===== config.mk =====
export PLATFORM = sky130hd
export DESIGN_NAME = stream_fifo
export DESIGN_NICKNAME = d
export VERILOG_FILES = /design/src/rtl/stream_fifo_pkg.sv /design/src/rtl/stream_fifo_mem.sv /design/src/rtl/stream_fifo.sv
export SDC_FILE = /design/constraint.sdc
export NUM_CORES = 1
export LEC_CHECK = 0
export CELL_PAD_IN_SITES_DETAIL_PLACEMENT = 2
export CELL_PAD_IN_SITES_GLOBAL_PLACEMENT = 2
export CORE_MARGIN = 2
export CORE_UTILIZATION = 30
export CTS_CLUSTER_SIZE = 10
export DETAILED_ROUTE_END_ITERATION = 6
export PLACE_DENSITY_LB_ADDON = 0.1
export SLEW_MARGIN = 5
export SYNTH_ARGS = -nofsm -noshare
export SYNTH_HDL_FRONTEND = slang
export SYNTH_HIERARCHICAL = 1
export SYNTH_SLANG_ARGS = --single-unit

===== constraint.sdc =====
create_clock -name clk50 -period 2.8 [get_ports clk50]
set_input_delay 0.56 -clock clk50 [delete_from_list [all_inputs] [get_ports clk50]]
set_output_delay 0.56 -clock clk50 [all_outputs]
set_load 0.005 [all_outputs]

===== src/rtl/stream_fifo_pkg.sv =====
// Shared constants for the stream FIFO: default geometry and loss-counter sizing.
package stream_fifo_pkg;

    localparam int DEF_DATA_W    = 8;
    localparam int DEF_DEPTH_LG2 = 2;

    localparam int                DROP_W   = 8;
    localparam logic [DROP_W-1:0] DROP_MAX = '1;

endpackage


===== src/rtl/stream_fifo_mem.sv =====
// Storage array for the stream FIFO: one synchronous write port, one asynchronous read port.
module stream_fifo_mem
    import stream_fifo_pkg::*;
#(
    parameter int DATA_W    = DEF_DATA_W,
    parameter int DEPTH_LG2 = DEF_DEPTH_LG2
) (
    input  logic                 clk50,
    input  logic                 we,
    input  logic [DEPTH_LG2-1:0] waddr,
    input  logic [DATA_W-1:0]    wdata,
    input  logic [DEPTH_LG2-1:0] raddr,
    output logic [DATA_W-1:0]    rdata
);

    logic [DATA_W-1:0] mem [2**DEPTH_LG2];

    always_ff @(posedge clk50) begin
        if (we) mem[waddr] <= wdata;
    end

    assign rdata = mem[raddr];

endmodule


===== src/rtl/stream_fifo.sv =====
// Level-tracked stream FIFO with drop-new or overwrite-oldest behaviour on full and a sticky loss counter.
module stream_fifo
    import stream_fifo_pkg::*;
#(
    parameter int DATA_W    = DEF_DATA_W,
    parameter int DEPTH_LG2 = DEF_DEPTH_LG2,
    parameter int OVERWRITE = 0,
    parameter int AFULL_LVL = (2**DEPTH_LG2) - 1
) (
    input  logic                 clk50,
    input  logic                 rst,
    input  logic [DATA_W-1:0]    in_data,
    input  logic                 in_valid,
    output logic                 in_ready,
    output logic [DATA_W-1:0]    out_data,
    output logic                 out_valid,
    input  logic                 out_ready,
    output logic [DEPTH_LG2:0]   level,
    output logic                 almost_full,
    output logic                 overflow,
    output logic [DROP_W-1:0]    drop_cnt,
    input  logic                 clr_ovf
);

    localparam bit               OVW     = (OVERWRITE != 0);
    localparam logic [DEPTH_LG2:0] DEPTH_L = {1'b1, {DEPTH_LG2{1'b0}}};
    localparam logic [DEPTH_LG2:0] AFULL_L = AFULL_LVL[DEPTH_LG2:0];

    function automatic logic [DROP_W-1:0] sat_inc(input logic [DROP_W-1:0] v);
        return (v == DROP_MAX) ? v : v + 1'b1;
    endfunction

    logic [DEPTH_LG2-1:0] head;
    logic [DEPTH_LG2-1:0] tail;
    logic                 full;
    logic                 pop;
    logic                 push;
    logic                 loss;

    // Full/empty come from the level register so that wrapped pointers never alias.
    assign full        = (level == DEPTH_L);
    assign out_valid   = (level != '0);
    assign in_ready    = !full || OVW;
    assign almost_full = (level >= AFULL_L);

    assign pop  = out_valid && out_ready;
    assign push = in_valid && (!full || pop || OVW);
    assign loss = in_valid && full && !pop;

    always_ff @(posedge clk50) begin
        if (rst) begin
            head  <= '0;
            tail  <= '0;
            level <= '0;
        end else begin
            if (push) tail <= tail + 1'b1;
            // An overwrite on full retires the oldest entry, so head moves with tail.
            if (pop || (push && full)) head <= head + 1'b1;
            if (push && !pop && !full)  level <= level + 1'b1;
            else if (pop && !push)      level <= level - 1'b1;
        end
    end

    always_ff @(posedge clk50) begin
        if (rst) begin
            overflow <= 1'b0;
            drop_cnt <= '0;
        end else if (clr_ovf) begin
            overflow <= loss;
            drop_cnt <= {{(DROP_W-1){1'b0}}, loss};
        end else if (loss) begin
            overflow <= 1'b1;
            drop_cnt <= sat_inc(drop_cnt);
        end
    end

    stream_fifo_mem #(
        .DATA_W    (DATA_W),
        .DEPTH_LG2 (DEPTH_LG2)
    ) u_mem (
        .clk50 (clk50),
        .we    (push && !rst),
        .waddr (tail),
        .wdata (in_data),
        .raddr (head),
        .rdata (out_data)
    );

endmodule


==> run summary <==
FINISH
-------------------------------------------------------------------------------------
Antenna diode count                                                                 0
Net count, final                                                                  204
Footprint of the multi-input gates                                         735.7 um^2
Fraction of final layout cells with drive strength greater than 1              0.1579
Storage cell area                                                        0.001281 mm^2
Filler Cells Inserted                                                             697
Post-synthesis to final-layout area growth                                     27.06%

CLOCK NETWORK
-------------------------------------------------------------------------------------
Clock-pin slew of the registers on the worst-case setup and hold paths          80 ps
Number of buffers added for setup after CTS                                         0
CTS HTree Levels                                                                    2
Total number of clock tree sinks                                                   48
Total clock buffers created by CTS                                                  5
Clock Root Buffer                                                            clkbuf_8
Clock tree from TritonCTS                                                       built
Clock insertion delay at the later pin of the skew report                      300 ps
Post-CTS Hold Buffers                                                               0
Post-cts repair resize count                                                        0
Maximum buffer depth of the clock tree                                              2

DRT
-------------------------------------------------------------------------------------
Via total after detailed routing                                                1,360
DR iter-0 viols                                                                    77
Detailed-route DRC error count                                                      0
First-pass iteration count of the detailed router                                   4
Wirelength per Cell                                                          18.87 um
Post-route ant nets                                                                 0
Post-DR vias/cell                                                               5.037
Wire length reported by the detailed router                                   5096 um

GLOBAL ROUTE
-------------------------------------------------------------------------------------
Vias in the first global route                                                  1,489
GRT overflow                                                                        0
Maximum number of pins on one net before global-route repair                       16
Global-route wire length before repair                                        8259 um
Global routing usage summed across all routing layers                          0.1470
Antenna violations before repair                                                    0

POWER
-------------------------------------------------------------------------------------
Pint                                                                       0.001518 W
Overall power after layout                                                 0.002069 W
Net Switching                                                             0.0005516 W
Worst supply voltage drop on vdd                                             315.4 uV
Clock power share                                                               0.283
Portion of total power attributed to combinational logic                        0.285
Net Sw Frac                                                                    0.2666
Portion of total power attributed to sequential cells                           0.432
Total power per unit cell area                                           784.5 mW/mm^2
Leakage power                                                               0.8639 nW

WORST SETUP PATH
-------------------------------------------------------------------------------------
Largest fanout on the critical path                                                10
Required time of the critical path                                            2240 ps
CP endpoint kind                                                           output pin
Launching element type of the critical path                                      flop
Category of the most critical setup path                                   reg -> out
Data arrival time of the critical path                                        1830 ps

STA
-------------------------------------------------------------------------------------
Relative max-transition margin                                                 0.6694
Sum Neg Setup Slack                                                              0 ps
Final Cycle Share                                                              0.8545
Highest clock frequency the design can meet                                 418.0 MHz
Skew final                                                                   7.872 ps
Worst path setup slack after routing                                         407.5 ps
Final hold violation count                                                          0
Transition at the pin with the smallest max-transition slack                 495.2 ps
Post-route minimum period                                                     2393 ps
Setup repair after global routing missed its margin                                no
Final setup viols                                                                   0
Number of pins with negative max-slew slack in the final report                     0

FLOORPLAN
-------------------------------------------------------------------------------------
Starting utilization of the core area                                          0.3072
Num rows                                                                           30
Die height                                                                   87.18 um
Die outline width                                                            87.18 um
Core footprint                                                           0.006756 mm^2
Io pins                                                                            36
Die Footprint                                                            0.007600 mm^2

PLACE
-------------------------------------------------------------------------------------
Final HPWL DP                                                                 3642 um
I/O Buffers                                                                        35
Final weighted congestion in routability-driven placement                      0.7238
Worst slack at placement                                                     203.7 ps

YOSYS
-------------------------------------------------------------------------------------
Dominant register cell in the synthesized netlist                            edfxtp_1
Top cells by area, synth                                                 edfxtp_1 (46%), dfxtp_1 (15%), mux4_2 (8.7%)
Syn Area/Cell                                                              13.66 um^2
Synthesized Nets                                                                  167
Warnings, synthesis                                                                 6
Number of synthesized flops with an enable pin                                     32
Summed instance area of the synthesized netlist                          0.002076 mm^2
Number of different library cells in the post-synthesis netlist                    39
Post-synthesis cell count                                                         152
Async SR Flop Fraction                                                              0
Share of synthesized area occupied by flip-flops and latches                   0.6172
Top-area cell type share of the netlist area                                   0.4629
Dominant cell type by area after synthesis                                   edfxtp_1
Number of synthesized register bits                                                48

MIN PATH
-------------------------------------------------------------------------------------
Classification of the worst-slack hold path                                reg -> reg

JOB
-------------------------------------------------------------------------------------
Number of max-capacitance violations reported                                       0

STATUS
-------------------------------------------------------------------------------------
Outcome                                                                  complete, no violations

-- final cells by class --
type | instances | area share
Clock buffer | 6 | 0.02751
Multi-Input combinational cell | 94 | 0.2789
Sequential cell | 48 | 0.4858
Clock inverter | 2 | 0.02277
Timing Repair Buffer | 40 | 0.1471
Tap cell | 80 | 0.03795
-- logic make-up after synthesis --
| kind of cell | share of synthesized area |
|---|---|
| simple gates | 0.1368 |
| flops | 0.6172 |
| compound gates | 0.07656 |
| buf+inv | 0.02833 |
| mux | 0.09162 |
| xor+xnor | 0.03376 |
| fa+ha+maj | 0.01567 |
-- synth_stat cells (all sizes together) (2+ instances only) --
cell    instances
edfxtp         32
dfxtp          16
nor2           13
nand2          10
a21oi           8
mux4            8
clkbuf          7
nand3           7
o21ai           7
xor2            6
or3             5
buf             3
a31oi           2
and3b           2
nand4           2
nor3            2
or2             2
xnor2           2
-- cells in the final DEF (no fill, tap or decap), types with 2 or more instances in the layout --
cell,count
xor2_1,6
mux4_2,8
nor3_1,2
edfxtp_1,32
nand4_1,2
and3b_1,2
nor2_1,13
nand3_1,7
or3_1,2
buf_4,5
dfxtp_1,16
or3_2,3
xnor2_1,2
or2_2,2
o21ai_0,7
bufinv_16,2
nand2_1,10
clkdlybuf4s50_1,35
a31oi_1,2
a21oi_1,8
clkbuf_8,5
-- critical path: stages (launching register included) --
cell	delay [ps]
dfxtp_1	310
buf_4	220
mux4_2	540
clkdlybuf4s50_1	460
-- registers in the layout, summed over array words and instances (netlist names) --
signal,flops
overflow,1
tail,2
head,2
u_mem/mem,32
drop_cnt,8
level,3
-- power groups by stage --
stage	combinational (W)	sequential [W]	clock, W
global placement	0.000565	0.000905	0
finish	0.000589	0.000894	0.000585
global route	0.000654	0.000911	0.000626
detailed placement	0.000595	0.000915	0
floorplan	0.000389	0.000860	0
CTS	0.000603	0.000899	0.000607
-- worst paths after layout --
kind / start / endpoint / slack [ps] / depth (start not counted)
max: head[0] / out_data[5] / 410 / 3
min: overflow / overflow / 500 / 2
max reg2reg: level[0] / level[1] / 580 / 8
min reg2reg: overflow / overflow / 500 / 2
-- routing by layer --
layer,vias to the layer above,GRT usage,part of all wire
met5,-,0,0
met1,687,0.1797,0.43
met4,0,0.04615,0.014
met3,5,0.03318,0.034
met2,26,0.2575,0.52
li1,642,-,-
-- through the flow --
step	cells	hold WS [ps]	instance area, um^2	utilization
after floorplan	152	465.8	2076	-
after global placement	262	461.9	2505	0.3707
after detailed placement	262	493.6	2505	0.3707
after CTS	270	506.5	2638	0.3904
after global routing	270	519.7	2638	0.3904
final	270	496.9	2638	0.3904
Note: power is estimated with default switching activity, not from simulation.
